--- src/rtl/t06_edge_detect_multi_if.sv ---
// rtl/t06_edge_detect_multi_if.sv - input/output bundle for the multi-channel edge conditioner
interface t06_edge_detect_multi_if #(
  parameter int CHANNELS = 4
);
  logic [CHANNELS-1:0]   d;
  logic [2*CHANNELS-1:0] mode;
  logic [CHANNELS-1:0]   clr;
  logic [CHANNELS-1:0]   level;
  logic [CHANNELS-1:0]   edg;
  logic [CHANNELS-1:0]   pending;
  logic                  irq;

  modport master (
    output d, mode, clr,
    input  level, edg, pending, irq
  );

  modport slave (
    input  d, mode, clr,
    output level, edg, pending, irq
  );
endinterface

--- src/rtl/t06_edge_detect_multi.sv ---
// rtl/t06_edge_detect_multi.sv - per-channel synchronizer, debounce filter and mode-qualified edge detector
module t06_edge_detect_multi #(
  parameter int CHANNELS    = 4,
  parameter int SYNC_STAGES = 2,
  parameter int DB_CYCLES   = 4
) (
  input logic                    clk,
  input logic                    rst,
  t06_edge_detect_multi_if.slave bus
);
  localparam int CNT_W = $clog2(DB_CYCLES + 1);

  logic [CHANNELS-1:0] sync_q [SYNC_STAGES];
  logic [CHANNELS-1:0] syn;
  logic [CHANNELS-1:0] level;
  logic [CHANNELS-1:0] level_next;
  logic [CHANNELS-1:0] edg;
  logic [CHANNELS-1:0] edg_next;
  logic [CHANNELS-1:0] pending;
  logic [CNT_W-1:0]    cnt      [CHANNELS];
  logic [CNT_W-1:0]    cnt_next [CHANNELS];

  assign syn = sync_q[SYNC_STAGES-1];

  // Counter restarts whenever syn agrees with level, so only an unbroken run of DB_CYCLES commits
  always_comb begin
    level_next = level;
    edg_next   = '0;
    for (int i = 0; i < CHANNELS; i++) begin
      cnt_next[i] = '0;
      if (syn[i] != level[i]) begin
        if (cnt[i] == CNT_W'(DB_CYCLES - 1)) begin
          level_next[i] = syn[i];
        end else begin
          cnt_next[i] = cnt[i] + CNT_W'(1);
        end
      end
      edg_next[i] = (level_next[i] & ~level[i] & bus.mode[2*i]) |
                    (~level_next[i] & level[i] & bus.mode[2*i+1]);
    end
  end

  always_ff @(posedge clk) begin
    if (rst) begin
      for (int k = 0; k < SYNC_STAGES; k++) begin
        sync_q[k] <= '0;
      end
      for (int i = 0; i < CHANNELS; i++) begin
        cnt[i] <= '0;
      end
      level   <= '0;
      edg     <= '0;
      pending <= '0;
    end else begin
      sync_q[0] <= bus.d;
      for (int k = 1; k < SYNC_STAGES; k++) begin
        sync_q[k] <= sync_q[k-1];
      end
      for (int i = 0; i < CHANNELS; i++) begin
        cnt[i] <= cnt_next[i];
      end
      level   <= level_next;
      edg     <= edg_next;
      // A new edge beats a same-cycle clear so no event is dropped
      pending <= (pending & ~bus.clr) | edg_next;
    end
  end

  assign bus.level   = level;
  assign bus.edg     = edg;
  assign bus.pending = pending;
  assign bus.irq     = |pending;
endmodule

--- src/flat_wrapper.sv ---
// flat-port wrapper written by rule: the top's interface ports become plain ports
module t06_edge_detect_multi_flat 
#(
  parameter int CHANNELS    = 4,
  parameter int SYNC_STAGES = 2,
  parameter int DB_CYCLES   = 4
)
  (clk, rst, bus_d, bus_mode, bus_clr, bus_level, bus_edg, bus_pending, bus_irq);
  t06_edge_detect_multi_if #(.CHANNELS(CHANNELS)) bus_i ();
  input logic clk;
  input logic rst;
  input wire logic [$bits(bus_i.d)-1:0] bus_d;
  input wire logic [$bits(bus_i.mode)-1:0] bus_mode;
  input wire logic [$bits(bus_i.clr)-1:0] bus_clr;
  output wire logic [$bits(bus_i.level)-1:0] bus_level;
  output wire logic [$bits(bus_i.edg)-1:0] bus_edg;
  output wire logic [$bits(bus_i.pending)-1:0] bus_pending;
  output wire logic [$bits(bus_i.irq)-1:0] bus_irq;
  assign bus_i.d = bus_d;
  assign bus_i.mode = bus_mode;
  assign bus_i.clr = bus_clr;
  assign bus_level = bus_i.level;
  assign bus_edg = bus_i.edg;
  assign bus_pending = bus_i.pending;
  assign bus_irq = bus_i.irq;
  t06_edge_detect_multi #(.CHANNELS(CHANNELS), .SYNC_STAGES(SYNC_STAGES), .DB_CYCLES(DB_CYCLES)) u_core (.clk(clk), .rst(rst), .bus(bus_i));
endmodule
--- config.mk ---
export PLATFORM = sky130hd
export DESIGN_NAME = t06_edge_detect_multi_flat
export DESIGN_NICKNAME = d
export VERILOG_FILES = /design/src/rtl/t06_edge_detect_multi_if.sv /design/src/rtl/t06_edge_detect_multi.sv /design/src/flat_wrapper.sv
export SDC_FILE = /design/constraint.sdc
export NUM_CORES = 1
export LEC_CHECK = 0
export ABC_CLOCK_PERIOD_IN_PS = 2450
export BUFFER_PORTS_ARGS = -buffer_cell sky130_fd_sc_hd__clkbuf_2
export CORE_AREA = 2 2 52 54
export DETAILED_ROUTE_END_ITERATION = 7
export DIE_AREA = 0 0 54 56
export GPL_TIMING_DRIVEN = 0
export PLACE_DENSITY_LB_ADDON = 0.25
export SLEW_MARGIN = 20
export SYNTH_ARGS = -nofsm -noshare
export SYNTH_HDL_FRONTEND = slang
export SYNTH_SLANG_ARGS = --single-unit
--- constraint.sdc ---
create_clock -name clk -period 2.45 [get_ports clk]
set_input_delay 0.1225 -clock clk [delete_from_list [all_inputs] [get_ports clk]]
set_output_delay 0.1225 -clock clk [all_outputs]
set_load 0.1 [all_outputs]
==> results of run 1 <==
registers in the layout, summed over array words and instances (netlist names):
signal              count
u_core.cnt             12
u_core.sync_q           8
u_core.bus.edg          4
u_core.bus.level        4
u_core.bus.pending      4
synthesized netlist by cell type:
cell      number  area share [%]
o32ai_1        1            0.73
inv_1          9             2.8
buf_4          1            0.63
mux2i_1        4             3.4
xnor2_1        3             2.2
a22oi_1        1            0.63
or3_4          3             2.8
nand3b_1       6             3.8
o21ai_0        1            0.42
nor2_1        11             3.5
dfxtp_1       32              54
or4_1          1            0.63
ha_1           8             8.4
buf_6          1            0.94
nor2b_1       10             5.2
a21oi_1        3             1.3
nor3_1         1            0.42
nor2_2         9             4.7
a21o_1         3             1.9
nand2b_1       4             2.1
worst paths after layout:
path	to	slack (ns)	depth (start not counted)
max	bus_irq	0.74	2
max reg2reg	u_core.cnt[1][0]	1.12	4
min	u_core.sync_q[0][1]	0.01	2
min reg2reg	u_core.cnt[3][0]	0.43	1
power by group:
group / total (mW) / leakage (nW) / internal [mW] / switching [mW]
Sequential: 0.532 / 0.260 / 0.528 / 0.00430
Combinational: 0.0441 / 0.359 / 0.0269 / 0.0172
Clock: 0.330 / 0.0374 / 0.162 / 0.168
area by class of cell:
class | instances | share of cell area [%]
Buffer | 2 | 1.26
Clock buffer | 7 | 4.37
Inverter | 9 | 2.27
Multi-Input combinational cell | 69 | 33.7
Sequential cell | 32 | 43.1
Tap cell | 30 | 2.52
Timing Repair Buffer | 34 | 12.8
kinds of logic (layout without fill, tap and decap cells):
| group | Yosys count | in the layout |
|---|---|---|
| mux | 4 | 4 |
| simple gates | 45 | 45 |
| compound gates | 9 | 9 |
| xor+xnor | 3 | 3 |
| fa+ha+maj | 8 | 8 |
| flops | 32 | 32 |
| buf+inv | 11 | 52 |
stage by stage:
stage          std cells  util [%]  setup WS [ns]
3_3_place_gp         172      56.8           1.09
6_report             183      61.2          0.736
4_1_cts              183      61.2          0.720
3_5_place_dp         172      56.8           1.09
2_1_floorplan        112         -          0.550
5_1_grt              183      61.2          0.692
metal layers:
| metal | routed length (um) | vias to the layer above |
|---|---|---|
| met3 | 129 | 7 |
| li1 | - | 445 |
| met5 | 0 | - |
| met4 | 54 | 0 |
| met2 | 975 | 21 |
| met1 | 785 | 375 |
==> impl_metrics.csv, run 1 <==
group,metric,value,unit
timing,tightest_slew,0.549,ns
layout,n_antenna_cell,0,
die,rows,18,
cts,cts.sinks,32,
global_routing,grt_max_degree,11,
layout,multi_input_area,502,um2
global_routing,busiest_layer,"met2",
die,die_h,56,um
setup_path,critPathTopFamily,"simple AND/OR/NAND/NOR gates",
global_routing,grt_pass1_wl,3260,um
hold_path,hold_path.startpoint,"bus_d[1]",
global_routing,grt_pass1_vias,813,
synth,synth-compound-area-share,4.92,%
layout,final_nets,179,
synth,ys_warn_count,0,
placement,dp_hpwl,1540,um
timing,period_share,70.0,%
layout,drive_gt1_share,33.3,%
die,initial_core_util,49.1,%
route,dr.pass1.iters,4,
setup_path,crit_type,"flop to output pin",
timing,finalMaxSlewViolations,0,
timing,fin_worst_skew,0.00135,ns
synth,synth_top_family_by_area,"simple AND/OR/NAND/NOR gates",
hold_path,hp-class,"input port to flop",
placement,port_buffers,30,
global_routing,grtUsageTotal,15.4,%
cts,clkLatencyLatePin,0.33,ns
cts,cts_tree,"done",
layout,mostFrequentLayoutCell,"dfxtp_1",
route,num_vias,848,
layout,fillers,212,
route,wirelength,1940,um
setup_path,crit_arrival,1.59,ns
layout,syn_to_final_growth,24.5,%
synth,syn_area,1190,um2
cts,cts-root-buf,"clkbuf_4",
timing,holdWs,0.0125,ns
pwr,p_leak,0.656,nW
timing,maxSlewHeadroom,63.5,%
timing,layout_min_cycle_time,1.71,ns
pwr,power.total,0.906,mW
timing,rsz0062_at_grt,"false",
timing,setup_viol,0,
synth,yosys.area_share.simple,23.1,%
pwr,p_per_area,609,nW/um2
setup_path,reg2reg_from,"u_core.cnt[1][0]",
synth,avgSynthCellArea,10.7,um2
die,die-area,3020,um2
synth,synth_cell_type_count,20,
setup_path,cp.required,2.33,ns
global_routing,met1_usage,15.9,%
global_routing,gr-usage-met2,24.6,%
cts,h-tree-depth,2,
die,dieWidth,54,um
global_routing,grt_overflow,0,
cts,postCtsHoldBufs,4,
timing,hold_viol,0,
cts,clk_pin_slew,0.09,ns
placement,dpl_cell_area,1380,um2
synth,synthAdderAreaFrac,8.38,%
layout,layout_common_cells,"32 x dfxtp_1, 30 x clkbuf_2, 11 x nor2_1, 10 x nor2b_1",
route,antenna_left,0,
pwr,vdd_drop_max,0.462,mV
synth,ys_seq_area_share,53.6,%
die,ios,31,
setup_path,max_stage_delay,0.53,ns
setup_path,slowest_stage,"or4_1",
setup_path,cp_cell_sequence,"or4_1 > clkbuf_2",
layout,post-route-cell-area,1490,um2
setup_path,path_buf_inv,1,
global_routing,use_met3,6.18,%
route,wl_per_cell,10.6,um
cts,cts_resized,0,
run_status,status,"complete, no violations",
placement,gp_congestion,0.652,
route,drt_iter0_drc,6,
cts,cts_max_path_buffers,2,
cts,numCtsBuffers,5,
global_routing,antenna_found_initial,0,
timing,setup-tns-final,0,ns
flow_run,max_cap_violations,0,
setup_path,critPathMaxFanout,3,
synth,ys_ff_latch,32,
synth,synth_xor_area_share,2.20,%
synth,synthMuxAreaShare,3.35,%
setup_path,start_kind,"flop",
die,core-area,2430,um2
synth,synthesis.nets,138,
cts,postCtsSetupBuffers,0,
setup_path,cp-end-kind,"output pin",
route,post-route-drc-count,0,
synth,netlist_instances,112,
layout,register_area,641,um2
setup_path,cp-startpoint,"u_core.bus.pending[2]",
route,drt-vias-per-instance,4.63,
timing,fmax,583,MHz
No activity file was read; power rests on OpenSTA's default activity.
==> inputs of run 2 (changes only) <==
--- a/config.mk
+++ b/config.mk
@@ -5,11 +5,11 @@
 export SDC_FILE = /design/constraint.sdc
 export NUM_CORES = 1
 export LEC_CHECK = 0
-export ABC_CLOCK_PERIOD_IN_PS = 2450
+export ABC_CLOCK_PERIOD_IN_PS = 1500
 export BUFFER_PORTS_ARGS = -buffer_cell sky130_fd_sc_hd__clkbuf_2
-export CORE_AREA = 2 2 52 54
+export CORE_AREA = 2 2 55 57
 export DETAILED_ROUTE_END_ITERATION = 7
-export DIE_AREA = 0 0 54 56
+export DIE_AREA = 0 0 57 59
 export GPL_TIMING_DRIVEN = 0
 export PLACE_DENSITY_LB_ADDON = 0.25
 export SLEW_MARGIN = 20
==> constraint.sdc (replaced) <==
create_clock -name clk -period 1.5 [get_ports clk]
set_input_delay 0.075 -clock clk [delete_from_list [all_inputs] [get_ports clk]]
set_output_delay 0.075 -clock clk [all_outputs]
set_load 0.1 [all_outputs]
==> run 2 against run 1 <==
  * Largest power group unchanged
  * First-iteration DRC count up 100%
  * Utilization decreased by 3.5 points
  * Flip-flop and latch count unchanged
  * Setup slack got worse by 0.72 ns
  * Highest routed layer unchanged
  * Die area increased by 11%
  * Register-to-register slack got worse by 0.95 ns
  * Sequential power up 64%
  * Final cell count rose by 3.8%
==> impl_metrics.csv, run 2 (synthesized netlist as in run 1, its figures left out) <==
group,metric,value,unit
pwr,p_per_area,931,nW/um2
global_routing,grtUsageTotal,15.3,%
global_routing,grt_overflow,0,
placement,port_buffers,30,
route,antenna_left,0,
placement,placedCellCount,173,
pwr,p_seq_share,59.8,%
timing,fmax,676,MHz
pwr,vdd_drop_max,0.727,mV
timing,maxSlewHeadroom,63.5,%
die,die-area,3360,um2
timing,setup_viol,0,
layout,final_util,57.7,%
layout,drive_gt1_share,39.0,%
layout,finalNonFillerCells,190,
setup_path,crit_type,"flop to output pin",
setup_path,start_kind,"flop",
die,rows,19,
cts,cts_tree,"done",
pwr,switching_share,22.1,%
layout,mostFrequentLayoutCell,"clkbuf_2",
cts,clk_pin_slew,0.09,ns
global_routing,grt_pass1_wl,3780,um
layout,layout_common_cells,"29 x clkbuf_2, 25 x dfxtp_1, 11 x nor2_1, 10 x nor2b_1",
route,num_vias,899,
route,wl_per_cell,11.2,um
timing,hold_viol,0,
cts,cts.sinks,32,
cts,clkLatencyLatePin,0.33,ns
setup_path,ff2ff_setup_slack,0.17,ns
layout,largest_reg_flops,12,
die,core-area,2710,um2
timing,period_share,98.6,%
setup_path,cp-end-kind,"output pin",
cts,cts_max_path_buffers,2,
pwr,power.internal,1.13,mW
die,initial_core_util,44.1,%
pwr,p_leak,0.688,nW
timing,setup-tns-final,0,ns
timing,tightest_slew,0.550,ns
route,drt-vias-per-instance,4.73,
pwr,p_clk_share,34.7,%
timing,fin_worst_skew,0.00512,ns
placement,dp_hpwl,1580,um
route,post-route-drc-count,0,
layout,n_antenna_cell,0,
route,wirelength,2140,um
layout,final_nets,184,
global_routing,antenna_found_initial,0,
setup_path,critPathMaxFanout,2,
cts,h-tree-depth,2,
die,dieWidth,57,um
setup_path,cp.required,1.42,ns
pwr,combPwrFrac,5.5,%
timing,layout_min_cycle_time,1.48,ns
placement,pre_cts_ws,0.183,ns
placement,gp_congestion,0.639,
setup_path,crit_arrival,1.40,ns
hold_path,hp-class,"input port to flop",
layout,largest_register,"u_core.cnt",
route,dr.pass1.iters,4,
run_status,status,"complete, no violations",
cts,cts-root-buf,"clkbuf_4",
timing,setup_ws,0.0203,ns
timing,rsz0062_at_grt,"true",
die,die_h,59,um
route,drt_iter0_drc,12,
layout,syn_to_final_growth,30.8,%
cts,numCtsBuffers,5,
flow_run,max_cap_violations,0,
pwr,switchingPower,0.321,mW
timing,finalMaxSlewViolations,0,
global_routing,grt_pass1_vias,909,
global_routing,grt_max_degree,11,
die,ios,31,
layout,reg_top3,"u_core.cnt x12, u_core.sync_q x8",
timing,holdWs,0.0101,ns
-- run 2: changes by cell type in the layout (fill, tap and decap cells not counted), moves of 2 or more --
cell,previous run,this run
buf_4,1,3
clkinv_2,0,2
dfxtp_1,32,25
dfxtp_2,0,7
dlygate4sd3_1,4,7
-- run 2: timing repair --
| item | CTS | global route |
|---|---|---|
| gates resized for setup | 5 | 1 |
| cloned | 0 | 0 |
| hold buffers | 7 | 0 |
| buffers inserted | 1 | 1 |
| pin swaps | 1 | 0 |
| setup endpoints to repair | 1 | 1 |
| endpoints found under the hold margin | 7 | 0 |
-- run 2: routing by layer --
layer | up-vias | GRT usage (%) | wire (um)
li1 | 457 | - | -
met1 | 413 | 16.0 | 870
met2 | 23 | 26.8 | 1100
met3 | 6 | 4.80 | 110
met4 | 0 | 9.97 | 54
met5 | - | 0 | 0
-- run 2: cell type report --
type	instances	area (um2)
multi-input cells	69	505
clock inverters	2	10.0
well taps	31	38.8
plain buffers	2	18.8
fillers	258	1150
inverters	9	33.8
repair buffers	39	255
clock buffers	6	51.3
flip-flops and latches	32	649
-- run 2: critical path, cell delays in order, from the launching register on --
cell	delay, ns
dfxtp_2	0.33
or4_4	0.53
clkbuf_16	0.21
-- run 2: stage by stage --
| stage | power (mW) | area (um2) |
|---|---|---|
| final | 1.45 | 1560 |
| after global routing | 1.53 | 1560 |
| after CTS | 1.47 | 1550 |
| after detailed placement | 0.956 | 1390 |
| after global placement | 0.953 | 1390 |
| after floorplan | 0.924 | 1200 |
-- run 2: power by group through the flow --
stage | Clock (mW) | Sequential [mW] | Combinational (mW)
floorplan | 0 | 0.888 | 0.0360
global placement | 0 | 0.889 | 0.0641
detailed placement | 0 | 0.889 | 0.0665
CTS | 0.521 | 0.870 | 0.0809
global route | 0.570 | 0.872 | 0.0888
finish | 0.505 | 0.870 | 0.0798
-- run 2: worst paths after layout --
path	from	endpoint	cells past startpoint
max	u_core.bus.pending[0]	bus_irq	2
min reg2reg	u_core.cnt[3][0]	u_core.cnt[3][0]	1
max reg2reg	u_core.cnt[2][0]	u_core.cnt[2][2]	4
min	bus_mode[4]	u_core.bus.edg[2]	3
